[config.mk]
export PLATFORM = sky130hd
export DESIGN_NAME = mplc_dmem_arbiter
export DESIGN_NICKNAME = d
export VERILOG_FILES = /design/src/rtl/mplc_dmem_arbiter.sv
export SDC_FILE = /design/constraint.sdc
export NUM_CORES = 1
export LEC_CHECK = 0
export CAP_MARGIN = 20
export CORE_AREA = 2 2 128 130
export CTS_CLUSTER_SIZE = 30
export DETAILED_ROUTE_END_ITERATION = 16
export DIE_AREA = 0 0 130 132
export PLACE_DENSITY = 0.53
export SLEW_MARGIN = 15
export SYNTH_ARGS = -nofsm -noshare
export SYNTH_HDL_FRONTEND = slang
export SYNTH_SLANG_ARGS = --single-unit
[constraint.sdc]
create_clock -name CLK -period 3.2 [get_ports CLK]
set_input_delay 0.32 -clock CLK [delete_from_list [all_inputs] [get_ports CLK]]
set_output_delay 0.32 -clock CLK [all_outputs]
set_load 0.005 [all_outputs]
[src/rtl/mplc_dmem_arbiter.sv]
// Round-robin arbiter sharing one single-port data word memory among NCORE cores.
// Optional bus lock for atomic read-modify-write: define MPLC_ARB_LOCK_EN.
module mplc_dmem_arbiter #(
    parameter int NCORE = 4,
    parameter int AW    = 16,
    parameter int DW    = 32
) (
    input  logic                CLK,
    input  logic                NRST,
    input  logic [NCORE-1:0]    REQ,
    input  logic [NCORE-1:0]    WE,
    input  logic [NCORE*AW-1:0] ADDR,
    input  logic [NCORE*DW-1:0] WDATA,
    input  logic [NCORE-1:0]    LOCK,
    output logic [NCORE-1:0]    GNT,
    output logic [NCORE-1:0]    RVALID,
    output logic [DW-1:0]       RDATA,
    output logic                M_WE,
    output logic [AW-1:0]       M_A,
    output logic [DW-1:0]       M_DI,
    input  logic [DW-1:0]       M_DQ
);

    localparam int PW = (NCORE > 1) ? $clog2(NCORE) : 1;
    localparam logic [PW-1:0] LAST_IDX = PW'(NCORE - 1);

    logic [PW-1:0]    ptr_r;
    logic [NCORE-1:0] rvalid_r;
    logic [NCORE-1:0] lock_mask_s;
    logic [NCORE-1:0] elig_s;
    logic [NCORE-1:0] gnt_s;
    logic [PW-1:0]    gnt_idx_s;
    logic             gnt_any_s;
    logic [PW-1:0]    ptr_nxt_s;

    // Core index reached by stepping off positions past base, modulo NCORE.
    function automatic logic [PW-1:0] rr_idx(input logic [PW-1:0] base, input int off);
        int sum;
        sum = int'(base) + off;
        return (sum >= NCORE) ? PW'(sum - NCORE) : PW'(sum);
    endfunction

`ifdef MPLC_ARB_LOCK_EN
    logic [PW-1:0] owner_r;
    logic          locked_r;

    // While locked, only the owner is eligible.
    always_comb begin
        lock_mask_s = {NCORE{1'b1}};
        if (locked_r) begin
            lock_mask_s          = {NCORE{1'b0}};
            lock_mask_s[owner_r] = 1'b1;
        end else begin
            lock_mask_s = {NCORE{1'b1}};
        end
    end

    // Lock owner tracking: any granted access re-evaluates the lock from LOCK[g].
    always_ff @(posedge CLK or negedge NRST) begin
        if (!NRST) begin
            owner_r  <= '0;
            locked_r <= 1'b0;
        end else if (gnt_any_s) begin
            if (LOCK[gnt_idx_s]) begin
                owner_r  <= gnt_idx_s;
                locked_r <= 1'b1;
            end else begin
                locked_r <= 1'b0;
            end
        end
    end
`else
    logic unused_lock_s;

    assign lock_mask_s   = {NCORE{1'b1}};
    assign unused_lock_s = ^LOCK;
`endif

    assign elig_s = REQ & lock_mask_s & {NCORE{NRST}};

    // Search from PTR downward in offset so the nearest eligible core wins.
    always_comb begin
        gnt_any_s = 1'b0;
        gnt_idx_s = '0;
        for (int k = NCORE - 1; k >= 0; k--) begin
            gnt_idx_s = elig_s[rr_idx(ptr_r, k)] ? rr_idx(ptr_r, k) : gnt_idx_s;
            gnt_any_s = gnt_any_s | elig_s[rr_idx(ptr_r, k)];
        end
    end

    // One-hot grant vector and the pointer value following the granted core.
    always_comb begin
        gnt_s            = {NCORE{1'b0}};
        gnt_s[gnt_idx_s] = gnt_any_s;
        ptr_nxt_s        = (gnt_idx_s == LAST_IDX) ? {PW{1'b0}} : gnt_idx_s + PW'(1);
    end

    // Memory port mux; with no grant the index is 0, so core 0's fields pass through.
    always_comb begin
        M_WE = gnt_any_s & WE[gnt_idx_s];
        M_A  = ADDR[int'(gnt_idx_s) * AW +: AW];
        M_DI = WDATA[int'(gnt_idx_s) * DW +: DW];
    end

    // Pointer advance and read-valid pipeline stage.
    always_ff @(posedge CLK or negedge NRST) begin
        if (!NRST) begin
            ptr_r    <= '0;
            rvalid_r <= '0;
        end else if (gnt_any_s) begin
            ptr_r    <= ptr_nxt_s;
            rvalid_r <= gnt_s & ~WE;
        end else begin
            rvalid_r <= '0;
        end
    end

    assign GNT    = gnt_s;
    assign RVALID = rvalid_r;
    assign RDATA  = M_DQ;

endmodule

==> results of run 1 <==
[through the flow]
step                hold slack, ns  worst slack, ns  std cells  instance area (µm²)
finish                       0.413            0.107        691                 5130
global route                 0.431         -0.00765        691                 5130
CTS                          0.410           0.0131        686                 5040
detailed placement           0.615           0.0348        683                 4960
global placement             0.598           0.0672        683                 4960
floorplan                   0.0244             1.04        237                 2240
[timing repair]
action	CTS	global route
resized for setup	0	6
endpoints found under the setup margin	0	32
setup buffers	0	3
hold buffers	0	0
[synth_stat cells (all sizes together) (2+ instances only)]
cell type	instances
mux2i	145
inv	5
nor3	3
nor4	2
nor2	4
buf	49
nand2b	3
a211oi	2
a21oi	2
dfrtp	6
[critical path, delay by kind of cell]
kind / cells / cell delay [ns]
AO/OA/AOI/OAI: 1 / 0.41
multiplexers: 2 / 0.32
buffers and inverters: 5 / 1.45
AND/OR/NAND/NOR: 2 / 0.26
[layer usage]
layer / share of wire [%] / wire [µm] / up-vias / global-route usage, %
li1: - / - / 1320 / -
met1: 35 / 3750 / 1242 / 11.7
met2: 54 / 5770 / 155 / 22.3
met3: 9.3 / 1000 / 28 / 2.27
met4: 2.2 / 240 / 0 / 3.05
met5: 0 / 0 / - / 0
[cell usage in the layout, fill, tap and decap left out, types with 4 or more instances in the layout]
cell	n
clkdlybuf4s50_1	254
nor2_1	4
mux2i_1	145
buf_4	16
clkbuf_16	5
buf_12	7
dfrtp_1	6
dlymetal6s2s_1	4
[power groups by stage]
stage	combinational, mW	clock [mW]	sequential, mW
2_1_floorplan	0.747	0	0.107
3_3_place_gp	1.52	0	0.111
3_5_place_dp	1.53	0	0.112
4_1_cts	1.54	0.204	0.112
5_1_grt	1.68	0.209	0.117
6_report	1.56	0.199	0.113
[registers in the layout, indices dropped and copies added, names as in the netlist]
name and cells:
RVALID 4, ptr_r 2
[worst paths after layout]
kind	end	depth (start not counted)	slack, ns
min reg2reg	ptr_r[0]	2	0.63
min	RVALID[1]	2	0.41
max	M_DI[5]	10	0.11
max in group asynchronous	RVALID[0]	2	2.65
max reg2reg	ptr_r[1]	7	1.08
min in group CLK	ptr_r[0]	2	0.63
[layout make-up]
| cell class | count | area share, % |
|---|---|---|
| clock buffer | 3 | 1.46 |
| timing repair buffer | 284 | 56.8 |
| tap | 216 | 5.27 |
| inverter | 5 | 0.512 |
| sequential | 6 | 2.93 |
| multi-input combinational | 177 | 33.0 |
[logic make-up (layout without fill, tap and decap cells)]
kind of cell	Yosys count	count (layout)
flops	6	6
fa+ha+maj	1	1
compound gates	10	10
buf+inv	54	292
mux	146	146
simple gates	20	20
==> run metrics, run 1 <==
combinational fraction of design power between 80% and 90%; LEAKAGE roughly 2.2 nW; syn avg cell area ~9.4 µm²; Crit Path Category primary input to output pin; sw frac 33.0%; final slew viol count 0; Storage cell area approximately 150 µm²; CTS tree done; row count 46; Synth warnings 0; synthesized cell area around 2200 µm²; internal power between 1 and 1.5 mW; Nets between 700 and 800; CP Capture Type output pin; Initial Util between 10 and 15%; Worst setup startpoint REQ[3]; Final Power about 1.9 mW; IO Pins ~330; die width 130 µm; DR iter-0 viols 21; clock slew at reported path FFs ~0.030 ns; clock latency at the later pin of the worst-skew pair 0.22 ns; CP cell instances clkdlybuf4s50_1 -> nor2_1 -> a2111o_1 -> and2_4 -> inv_6 -> buf_12 -> buf_12 -> mux2i_1 -> mux2i_1 -> clkdlybuf4s50_1; remaining global-route overflow 0; Mapped Cells 237; antenna viol nets, final 0; Slowest-stage cell, CP clkdlybuf4s50_1; Tot GR Track Use between 10% and 20%; critical-path maximum fanout 13; Setup TNS 0 ns; core area between 15000 and 20000 µm²; XOR/XNOR Fraction of Synth Area 0%; die area ~17000 µm²; Final Util about a third; Crit Reg-Reg Startpoint ptr_r[1]; min cycle time layout between 3 and 4 ns; detailed-route wire length per cell 15.6 µm; antenna cells 0; actual slew at the worst max-slew pin approximately 0.50 ns; share of layout cells above drive strength 1 between 7 and 8%; first-pass GRT wire length roughly 15000 µm; cell taking the most area after synthesis mux2i_1; Total Routed Length between 10000 and 15000 µm; status completed; Critical Path AT about 2.8 ns; synthesized net count 476; Filler cells 1619; largest family of logic cells by synthesized area multiplexers; vias per inst 3.97; Fin. Hold Viols 0; root buf cell clkbuf_16; Routability Congestion 0.776; Clock power frac about a tenth; Netlist cell types 31; H-Tree Depth 1; Yosys reg bits 6; Rel. slew slack around two thirds; Max Clock Freq between 0.3 and 0.4 GHz; Tcrit/Tclk final approximately 97%; post-synthesis mux area share between 60% and 70%; die height between 100 and 150 µm; vias in the first global route just under 3000; # port buffers about 260; detailed placement HPWL 9230 µm; area share of the largest cell type after synthesis 64.9%; largest net degree at the start of global routing 27; maximum root-to-sink buffer count 2; Hold/Removal Path Class primary input to asynchronous set/reset pin; area occupied by multi-input gates approximately 1700 µm²; final setup skew 0.000237 ns; initial antenna violation count 0; Critical Path Max Stage Delay around 0.54 ns; final setup fails 0; Post-synth ARST share 100%; Cell Pwr Density ~360 nW/µm²; post-synthesis compound-gate area fraction between 4 and 5%; DRC Markers 0; Sw Pwr roughly 0.62 mW; register area share after synthesis under 10%; Vias between 2000 and 3000; RSZ-0062 raised after global routing true; sequential share of power about 6.0%; startpoint types primary input; total of max-cap violations 0; number of synthesized flops with an enable pin 0; post-synthesis adder-cell area fraction less than 1%; clk sinks 6; drt pass-1 iters 4; VDD IR-drop max 0.000167 V; Synth Flop Type dfrtp_1; synth top area cells mux2i_1, buf_4, dfrtp_1, buf_6, nand2b_1; cts bufs inserted 3; Synth Area in Simple Gates about 5.4%; WP data required 2.88 ns; synthesis-to-layout area growth 129%
(Power assumes the default switching activity.)
==> run 2, diff against run 1 <==
--- a/config.mk
+++ b/config.mk
@@ -10,7 +10,6 @@
 export CTS_CLUSTER_SIZE = 30
 export DETAILED_ROUTE_END_ITERATION = 16
 export DIE_AREA = 0 0 130 132
-export PLACE_DENSITY = 0.53
 export SLEW_MARGIN = 15
 export SYNTH_ARGS = -nofsm -noshare
 export SYNTH_HDL_FRONTEND = slang
==> run metrics, run 2 (synthesized netlist as in run 1, its figures left out) <==
share of layout cells above drive strength 1 around 6.2%; cts bufs inserted 3; remaining global-route overflow 0; Tot GR Track Use roughly a tenth; die area about 17000 µm²; Routability Congestion roughly 0.9; Final Power 1.79 mW; CTS tree done; maximum root-to-sink buffer count 2; DRC Markers 0; clock latency at the later pin of the worst-skew pair about 0.22 ns; core area 15700 µm²; drt pass-1 iters 4; final slew viol count 0; startpoint types primary input; CP Capture Type output pin; largest net degree at the start of global routing 34; min cycle time layout 3.08 ns; Filler cells about 1600; antenna cells 0; IO Pins between 300 and 400; detailed-route wire length per cell 14.7 µm; final setup fails 0; root buf cell clkbuf_16; critical-path maximum fanout 27; LEAKAGE slightly above 2 nW; initial antenna violation count 0; max FFs per register 4; Vias between 2000 and 3000; worst setup margin ~0.12 ns; Nets 706; status completed; antenna viol nets, final 0; die width approximately 130 µm; Setup WS pre-CTS ~0.015 ns; actual slew at the worst max-slew pin 0.403 ns; Cell Pwr Density roughly 360 nW/µm²; synthesis-to-layout area growth 123%; Initial Util between 10% and 20%; Rel. slew slack ~73%; detailed placement HPWL 8740 µm; Critical Path AT ~2.8 ns; # port buffers around 260; Worst setup startpoint REQ[3]; Tcrit/Tclk final between 90% and 100%; first-pass GRT wire length between 10000 and 15000 µm; clk sinks 6; VDD IR-drop max ~0.00018 V; commonest non-fill, non-tap cell in the layout clkdlybuf4s50_1; Total Routed Length ~10000 µm; vias in the first global route ~2700; number of cells after detailed placement around 680; RSZ-0062 raised after global routing true; vias per inst ~3.9; Max Clock Freq ~0.32 GHz; final setup skew around 0.00038 ns; Cell Count, Final, Fillers Out a little under 700; die height between 100 and 150 µm; DR iter-0 viols 32; Crit Reg-Reg Startpoint ptr_r[1]; Fin. Hold Viols 0; Post-CTS Setup Bufs 0; Hold/Removal Path Class primary input to asynchronous set/reset pin; row count 46; total of max-cap violations 0; Post-CTS Hold Fix Bufs 0; worst hold slack ~0.43 ns; WP data required around 2.9 ns; most frequent cells in the layout clkdlybuf4s50_1, mux2i_1, buf_4; clock slew at reported path FFs ~0.030 ns; Crit Path Category primary input to output pin; H-Tree Depth 1
run 2: cell count changes in the layout (fill, tap and decap cells not counted), sizes merged:
cell	previous run	this run
buf	24	16
clkdlybuf4s50	254	256
dlymetal6s2s	4	2
clkbuf	5	3
run 2: area by class of cell:
type                       instances  area, µm²  share of cell area [%]
inverter                           5       28.8                   0.577
tap                              216        270                    5.42
clock buffer                       3       75.1                    1.50
sequential                         6        150                    3.01
timing repair buffer             274       2770                    55.4
multi-input combinational        177       1700                    34.1
run 2: stage by stage:
step / instance area (µm²) / utilization [%] / TNS, ns
floorplan: 2240 / - / 0
global placement: 4890 / 31.1 / 0
detailed placement: 4890 / 31.1 / 0
CTS: 4960 / 31.6 / 0
global route: 4990 / 31.7 / -0.0101
finish: 4990 / 31.7 / 0
run 2: power breakdown:
group	switching [mW]	internal, mW	total, mW
combinational	0.542	0.938	1.48
sequential	0.0205	0.0914	0.112
clock	0.0383	0.160	0.198
total	0.601	1.19	1.79
run 2: per-layer routing:
metal	part of all wire [%]	GRT usage [%]	routed length [µm]
met4	1.7	2.63	175
met1	35	10.4	3530
met2	54	21.4	5420
met3	9.0	1.70	899
met5	0	0	0
run 2: repair_timing:
item | 4_1_cts | 5_1_grt
pin swaps | 1 | 1
resized for setup | 0 | 7
cloned | 0 | 0
endpoints found under the setup margin | 1 | 46
run 2: critical path, cell delays in order:
cell and delay (ns):
clkdlybuf4s50_1 0.53, nor2_1 0.08, a2111o_1 0.40, and2_4 0.18, inv_6 0.12, buf_12 0.22, mux2i_1 0.13, mux2i_2 0.21
clkdlybuf4s50_1 0.54
run 2: final timing paths:
| kind | endpoint | slack [ns] | depth (start not counted) |
|---|---|---|---|
| max | M_DI[4] | 0.12 | 9 |
| min | RVALID[1] | 0.43 | 2 |
| max reg2reg | ptr_r[1] | 1.06 | 7 |
| min reg2reg | ptr_r[0] | 0.63 | 2 |
| max in group asynchronous | RVALID[2] | 2.64 | 2 |
| min in group CLK | ptr_r[0] | 0.63 | 2 |
